### config.mk
export PLATFORM = sky130hd
export DESIGN_NAME = inner_fn_arbiter_flat
export DESIGN_NICKNAME = d
export VERILOG_FILES = /design/src/rtl/inner_fn_arbiter_if.sv /design/src/rtl/inner_fn_arbiter.sv /design/src/flat_wrapper.sv
export SDC_FILE = /design/constraint.sdc
export NUM_CORES = 1
export LEC_CHECK = 0
export CAP_MARGIN = 10
export CORE_MARGIN = 5
export CORE_UTILIZATION = 40
export CTS_CLUSTER_DIAMETER = 100
export DETAILED_ROUTE_END_ITERATION = 8
export MAX_ROUTING_LAYER = met4
export PLACE_DENSITY = 0.8
export SLEW_MARGIN = 20
export SYNTH_ARGS = -nofsm -noshare
export SYNTH_HDL_FRONTEND = slang
export SYNTH_SLANG_ARGS = --single-unit
### constraint.sdc
create_clock -name clock -period 6.9 [get_ports clock]
set_clock_uncertainty 0.05 [all_clocks]
set_input_delay 1.38 -clock clock [delete_from_list [all_inputs] [get_ports clock]]
set_output_delay 1.38 -clock clock [all_outputs]
set_load 0.05 [all_outputs]
### src/rtl/inner_fn_arbiter_if.sv
// Request/response and pipeline-issue bundle for inner_fn_arbiter.
// master = front-end/pipeline side, slave = arbiter side.
interface inner_fn_arbiter_if;
  logic [1:0]  req_valid;
  logic [63:0] req_data;
  logic [1:0]  req_ready;
  logic [1:0]  resp_valid;
  logic [31:0] resp_data;
  logic        pipe_start;
  logic [31:0] pipe_dataa;
  logic [31:0] pipe_result;
  logic        pipe_done;

  modport master (
    output req_valid, req_data, pipe_result, pipe_done,
    input  req_ready, resp_valid, resp_data, pipe_start, pipe_dataa
  );

  modport slave (
    input  req_valid, req_data, pipe_result, pipe_done,
    output req_ready, resp_valid, resp_data, pipe_start, pipe_dataa
  );
endinterface

### src/rtl/inner_fn_arbiter.sv
// Round-robin sharing of one pipelined inner-function unit between two requesters.
// Define INNER_FN_ARB_CHECK_EN to add the sticky err output (pipe_done vs tag mismatch).
module inner_fn_arbiter #(
  parameter int unsigned PIPE_LATENCY    = 29,
  parameter int unsigned MAX_OUTSTANDING = 8,
  parameter int unsigned CNT_W           = 5
) (
  input  logic              clock,
  input  logic              aclr,
  input  logic              clk_en,
  inner_fn_arbiter_if.slave bus,
  output logic              busy
`ifdef INNER_FN_ARB_CHECK_EN
  ,
  output logic              err
`endif
);

  typedef enum logic {FAV_R0 = 1'b0, FAV_R1 = 1'b1} rr_e;

  rr_e                     ptr_q, ptr_d;
  logic [1:0]              elig;
  logic [1:0]              grant;
  logic [1:0][CNT_W-1:0]   cnt_q, cnt_d;
  logic [PIPE_LATENCY-1:0] tag_v_q;
  logic [PIPE_LATENCY-1:0] tag_id_q;
  logic                    tag_fire;
  logic [1:0]              resp_valid_q, resp_valid_d;
  logic [31:0]             resp_data_q, resp_data_d;

  // A slot whose result strobes this cycle may be reissued in the same cycle,
  // so a requester sitting at MAX_OUTSTANDING keeps full throughput.
  always_comb begin
    for (int unsigned i = 0; i < 2; i++) begin
      elig[i] = bus.req_valid[i] & clk_en &
                ((cnt_q[i] < CNT_W'(MAX_OUTSTANDING)) | resp_valid_q[i]);
    end
  end

  always_ff @(posedge clock or posedge aclr) begin
    if (aclr) begin
      ptr_q <= FAV_R0;
    end else if (clk_en) begin
      ptr_q <= ptr_d;
    end
  end

  always_comb begin
    ptr_d = ptr_q;
    if (grant[0]) begin
      ptr_d = FAV_R1;
    end else if (grant[1]) begin
      ptr_d = FAV_R0;
    end
  end

  always_comb begin
    grant = elig;
    if (elig == 2'b11) begin
      grant = (ptr_q == FAV_R0) ? 2'b01 : 2'b10;
    end
  end

  assign bus.req_ready  = grant;
  assign bus.pipe_start = |grant;
  assign bus.pipe_dataa = grant[1] ? bus.req_data[63:32] : bus.req_data[31:0];

`ifdef INNER_FN_ARB_CHECK_EN
  assign tag_fire = bus.pipe_done & tag_v_q[PIPE_LATENCY-1];
`else
  logic unused_pipe_done;
  assign unused_pipe_done = bus.pipe_done;
  assign tag_fire         = tag_v_q[PIPE_LATENCY-1];
`endif

  always_comb begin
    resp_valid_d = '0;
    resp_data_d  = resp_data_q;
    if (tag_fire) begin
      resp_valid_d[tag_id_q[PIPE_LATENCY-1]] = 1'b1;
      resp_data_d                            = bus.pipe_result;
    end
  end

  always_comb begin
    cnt_d = cnt_q;
    for (int unsigned i = 0; i < 2; i++) begin
      unique case ({grant[i], resp_valid_q[i]})
        2'b10:   cnt_d[i] = cnt_q[i] + CNT_W'(1);
        2'b01:   cnt_d[i] = cnt_q[i] - CNT_W'(1);
        default: cnt_d[i] = cnt_q[i];
      endcase
    end
  end

  always_ff @(posedge clock or posedge aclr) begin
    if (aclr) begin
      tag_v_q      <= '0;
      tag_id_q     <= '0;
      cnt_q        <= '0;
      resp_valid_q <= '0;
      resp_data_q  <= '0;
    end else if (clk_en) begin
      tag_v_q      <= {tag_v_q[PIPE_LATENCY-2:0], |grant};
      tag_id_q     <= {tag_id_q[PIPE_LATENCY-2:0], grant[1]};
      cnt_q        <= cnt_d;
      resp_valid_q <= resp_valid_d;
      resp_data_q  <= resp_data_d;
    end
  end

  assign bus.resp_valid = resp_valid_q;
  assign bus.resp_data  = resp_data_q;
  assign busy           = (cnt_q[0] != '0) | (cnt_q[1] != '0);

`ifdef INNER_FN_ARB_CHECK_EN
  logic err_q, err_d;

  assign err_d = err_q | (bus.pipe_done ^ tag_v_q[PIPE_LATENCY-1]);

  always_ff @(posedge clock or posedge aclr) begin
    if (aclr) begin
      err_q <= 1'b0;
    end else if (clk_en) begin
      err_q <= err_d;
    end
  end

  assign err = err_q;
`endif

endmodule

### src/flat_wrapper.sv
// flat-port wrapper written by rule: the top's interface ports become plain ports
module inner_fn_arbiter_flat 
#(
  parameter int unsigned PIPE_LATENCY    = 29,
  parameter int unsigned MAX_OUTSTANDING = 8,
  parameter int unsigned CNT_W           = 5
)
  (clock, aclr, clk_en, busy, bus_req_valid, bus_req_data, bus_pipe_result, bus_pipe_done, bus_req_ready, bus_resp_valid, bus_resp_data, bus_pipe_start, bus_pipe_dataa);
  inner_fn_arbiter_if bus_i ();
  input  logic clock;
  input  logic aclr;
  input  logic clk_en;
  output logic busy;
  input wire logic [$bits(bus_i.req_valid)-1:0] bus_req_valid;
  input wire logic [$bits(bus_i.req_data)-1:0] bus_req_data;
  input wire logic [$bits(bus_i.pipe_result)-1:0] bus_pipe_result;
  input wire logic [$bits(bus_i.pipe_done)-1:0] bus_pipe_done;
  output wire logic [$bits(bus_i.req_ready)-1:0] bus_req_ready;
  output wire logic [$bits(bus_i.resp_valid)-1:0] bus_resp_valid;
  output wire logic [$bits(bus_i.resp_data)-1:0] bus_resp_data;
  output wire logic [$bits(bus_i.pipe_start)-1:0] bus_pipe_start;
  output wire logic [$bits(bus_i.pipe_dataa)-1:0] bus_pipe_dataa;
  assign bus_i.req_valid = bus_req_valid;
  assign bus_i.req_data = bus_req_data;
  assign bus_i.pipe_result = bus_pipe_result;
  assign bus_i.pipe_done = bus_pipe_done;
  assign bus_req_ready = bus_i.req_ready;
  assign bus_resp_valid = bus_i.resp_valid;
  assign bus_resp_data = bus_i.resp_data;
  assign bus_pipe_start = bus_i.pipe_start;
  assign bus_pipe_dataa = bus_i.pipe_dataa;
  inner_fn_arbiter #(.PIPE_LATENCY(PIPE_LATENCY), .MAX_OUTSTANDING(MAX_OUTSTANDING), .CNT_W(CNT_W)) u_core (.clock(clock), .aclr(aclr), .clk_en(clk_en), .bus(bus_i), .busy(busy));
endmodule
==> results.txt <==
- Effective utilization at floorplan: 40.8%
- Capturing element type of the critical path: primary output
- In this run, distinct cell masters in the synthesized netlist total 37.
* Half-perimeter wire length after placement: 8420 µm
- Delay of the slowest cell on the worst path: 830 ps
- Hold Fails Final Rpt: 0
- When the netlist entered floorplanning its net count stood at 439.
- The die is 118 µm tall.
- After synthesis, the largest family of logic cells by area is multiplexers.
* # resized after CTS: 0
- FF-to-FF End: u_core.cnt_q[9]
* Fraction of the cycle the final worst path needs: 77.9%
* R2r worst-path depth: 10
- Hold Crit Start: u_core.tag_id_q[28]
* Ranking of synthesized cells by area: sky130_fd_sc_hd__dfrtp_1, sky130_fd_sc_hd__mux2_2, sky130_fd_sc_hd__ha_1
- After synthesis, the share of cell area in mux cells is 30.1%.
- The largest individual stage delay along the critical path comes from the cell sky130_fd_sc_hd__clkdlybuf4s50_1.
- At the later pin of the worst-skew pair, clock insertion delay measures 330 ps.
- Syn Inst Count: 330
- First-pass iteration count of the detailed router: 4
* Via count of the first global-routing pass: 3,558
* Share of synthesized cell area in full adder, half adder and majority cells: 1.88%
* Initial antenna violation count: 0
- Routed wirelength normalized by instance count: 17.4 µm
* Number of buffers added by the clock tree synthesis step: 9
* Number of antenna repair diodes: 0
- Fraction of the yosys area taken by sequential cells: 55.4%
- The synthesized netlist devotes 3.90% of its cell area to simple gates.
* Net total in the final layout: 605
- After detailed routing, the number of remaining DRC violations is 0.
* Placer congestion estimate: 0.892
- The critical path is of the primary input to primary output type.
- Width of the die: 118 µm
- Relative to the synthesized area, the layout overhead comes to 45.9%.
- Remaining max-slew budget at the tightest pin: 37.6%
- Hold Path Class: flip-flop to flip-flop
* Root buf cell: sky130_fd_sc_hd__clkbuf_16
* Clock transition at the registers of the reported paths: 70 ps
- H-Tree Depth: 3
- Post-synthesis compound-gate area fraction: 3.98%
- The mapped netlist covers 4660 µm².
- Once layout is complete, the utilization of the core stands at 59.5%.
* Fraction of final layout cells sized beyond drive strength 1: 28.9%
- Xor and xnor fraction of the mapped netlist area: 2.07%
* YS warnings: 0
- For the finished layout, the period the worst path requires is 5380 ps.
* Setup repair after global routing missed its margin: false
- Total via count after detailed routing: 3,184
- Counting both buffers and inverters, the worst setup path holds a total of 4.
- GRT overflow: 0
- In this run the static leakage power is 3.02 nW.
- Power density cells: 356 nW/µm²
- GRT Total Usage: 16.8%
- Area share of the largest cell type after synthesis: 55.4%
* Critical path data arrival time: 3950 ps
* Number of nets with antenna violations after routing: 0
* Area after DPL: 6460 µm²
* Transition time at the pin with the least slew margin: 935 ps
- Area of the core region: 11,400 µm²
- Using the TritonRoute via totals, the vias-per-cell ratio works out to 4.94.
- For hold timing, the worst endpoint is u_core.bus.resp_valid[0].
- Count of pins on the block boundary: 172
- The first global-routing pass estimated 18,500 µm of wire.
* CTS tree: done
- Reg2Reg Launch Point: u_core.cnt_q[3]
- Max cap viols: 0
* Die Outline Area: 13,900 µm²
- # port buffers: 170
- Required time of the critical path: 5470 ps
* Family of cells with the greatest summed delay on the critical path: buffers and inverters
- Summed over all instances, the cell type with the most area after synthesis is sky130_fd_sc_hd__dfrtp_1.
- Crit path cell chain: buf_2 -> buf_4 -> o211a_1 -> o21ai_4 -> buf_16 -> mux2_2 -> clkdlybuf4s50_1
- Violation count after the first detailed-route iteration: 217
- Worst Setup Slack post-DPL: 1340 ps
- The clock passes through at most 2 buffers.
* Run status: finished clean
- Along the worst hold path, the cell count comes to 1.
* Fill cells: 927
- Num rows: 39
- Across all setup checks in the final design, the least slack found is 1520 ps.
- VDD sags by at most 0.000219 V.
- Once layout is done, the placed cells without fillers occupy 6790 µm².
- Final count of pins violating max slew: 0
* Number of flip-flops and latches in the synthesized netlist: 103
* Count of buffers added by post-CTS timing repair for setup: 0
- Largest driver fanout on the critical path: 68
- Summed over all layers, the routed wires come to 11,200 µm.
- After layout, the design draws a total of 0.00242 W.
* Final sum of negative setup slack: 0 ps
- Derived from the worst setup path, the maximum achievable clock frequency is 0.186 GHz.
- In this run the register-to-register setup slack is 3710 ps.
- Maximum number of pins on one net before global-route repair: 81
* Num Clock Sinks: 103
- Count of hold buffers inserted by post-cts repair: 0
- Setup violations remaining at the end of the flow were counted as 0.
- Startpoint kind of the worst setup timing path: primary input
* Mean cell area of the mapped netlist: 14.1 µm²
## layout by cell type, fill, tap and decap left out, drive strengths merged, types with 5 or more instances in the layout
master and n:
inv 8, mux2 121, dfrtp 103, nor2 5, nand2 9, clkdlybuf4s50 169, nand2b 5, clkbuf 10
ha 7, buf 5, xor2 7
## per-stage QoR
stage               hold slack (ps)  std cells
detailed placement              440        627
global route                    467        644
floorplan                       404        330
finish                          438        644
global placement                426        627
CTS                             442        643
## worst max path at each step
stage	start	endpoint	slack, ps	depth (start not counted)
6_report	clk_en	bus_pipe_dataa[25]	1520	7
3_3_place_gp	bus_req_valid[0]	bus_pipe_dataa[25]	1400	5
5_1_grt	clk_en	bus_pipe_dataa[25]	1390	7
2_1_floorplan	aclr	u_core.bus.resp_data[0]	2770	1
3_5_place_dp	bus_req_valid[0]	bus_pipe_dataa[25]	1340	5
4_1_cts	bus_req_valid[0]	bus_pipe_dataa[25]	1340	5
## cell families after synthesis
kind of cell | after synthesis
multiplexers | 125
flip-flops | 103
XOR/XNOR | 11
AND/OR/NAND/NOR | 34
adder cells (fa/ha/maj) | 7
buffers and inverters | 26
AO/OA/AOI/OAI | 24
## sequential cells by signal (all words and copies together), names as in the netlist
signal / flops
u_core.bus.resp_data: 32
u_core.ptr_q: 1
u_core.tag_v_q: 29
u_core.cnt_q: 10
u_core.tag_id_q: 29
u_core.bus.resp_valid: 2
## Yosys cell counts
library cell               instances
sky130_fd_sc_hd__o22ai_1           1
sky130_fd_sc_hd__nor2b_1           3
sky130_fd_sc_hd__nor2_1            5
sky130_fd_sc_hd__or4_1             1
sky130_fd_sc_hd__o21a_1            1
sky130_fd_sc_hd__and3b_1           1
sky130_fd_sc_hd__ha_1              7
sky130_fd_sc_hd__o211ai_1          2
sky130_fd_sc_hd__nor3_1            2
sky130_fd_sc_hd__o21ai_0           3
sky130_fd_sc_hd__o32ai_1           1
sky130_fd_sc_hd__o211a_1           1
sky130_fd_sc_hd__a21oi_1           4
sky130_fd_sc_hd__xor2_1            7
sky130_fd_sc_hd__clkbuf_1          5
sky130_fd_sc_hd__mux2_2          120
sky130_fd_sc_hd__buf_2            10
sky130_fd_sc_hd__a31oi_1           1
sky130_fd_sc_hd__mux2i_1           4
sky130_fd_sc_hd__xnor2_1           4
sky130_fd_sc_hd__nand3_1           3
sky130_fd_sc_hd__inv_1             7
sky130_fd_sc_hd__dfrtp_1         103
sky130_fd_sc_hd__nor3b_1           2
sky130_fd_sc_hd__nor4_1            1
sky130_fd_sc_hd__a211o_1           1
sky130_fd_sc_hd__mux2_1            1
sky130_fd_sc_hd__o21ai_4           1
sky130_fd_sc_hd__or3_1             1
sky130_fd_sc_hd__and4b_1           1
sky130_fd_sc_hd__a21o_1            2
sky130_fd_sc_hd__buf_4             4
sky130_fd_sc_hd__nand2b_1          5
sky130_fd_sc_hd__o311ai_0          1
sky130_fd_sc_hd__o211ai_2          2
sky130_fd_sc_hd__nand2_1           9
sky130_fd_sc_hd__a211oi_1          3
## layout make-up
cell class	count	area, µm²	share of cell area [%]
clock buffers	10	239	3.52
clock inverters	6	68.8	1.01
inverters	7	28.8	0.424
multi-input cells	201	1950	28.8
flip-flops and latches	103	2580	37.9
well taps	143	179	2.63
repair buffers	174	1750	25.7
## layer usage
layer | share of wire [%] | up-vias | wire (µm) | GRT usage [%]
met5 | 0 | - | 0 | -
met4 | 1.3 | 0 | 145 | 3.80
met3 | 5.2 | 14 | 584 | 4.95
met2 | 53 | 95 | 5970 | 28.8
met1 | 40 | 1573 | 4520 | 19.6
li1 | - | 1502 | - | -
## power by group
group | leakage, nW | total, W | switching [W] | internal, W
Clock | 0.137 | 0.000507 | 0.000215 | 0.000292
Sequential | 1.34 | 0.000981 | 0.000151 | 0.000830
Combinational | 1.55 | 0.000930 | 0.000490 | 0.000440
Note: power is estimated with default switching activity, not from simulation.
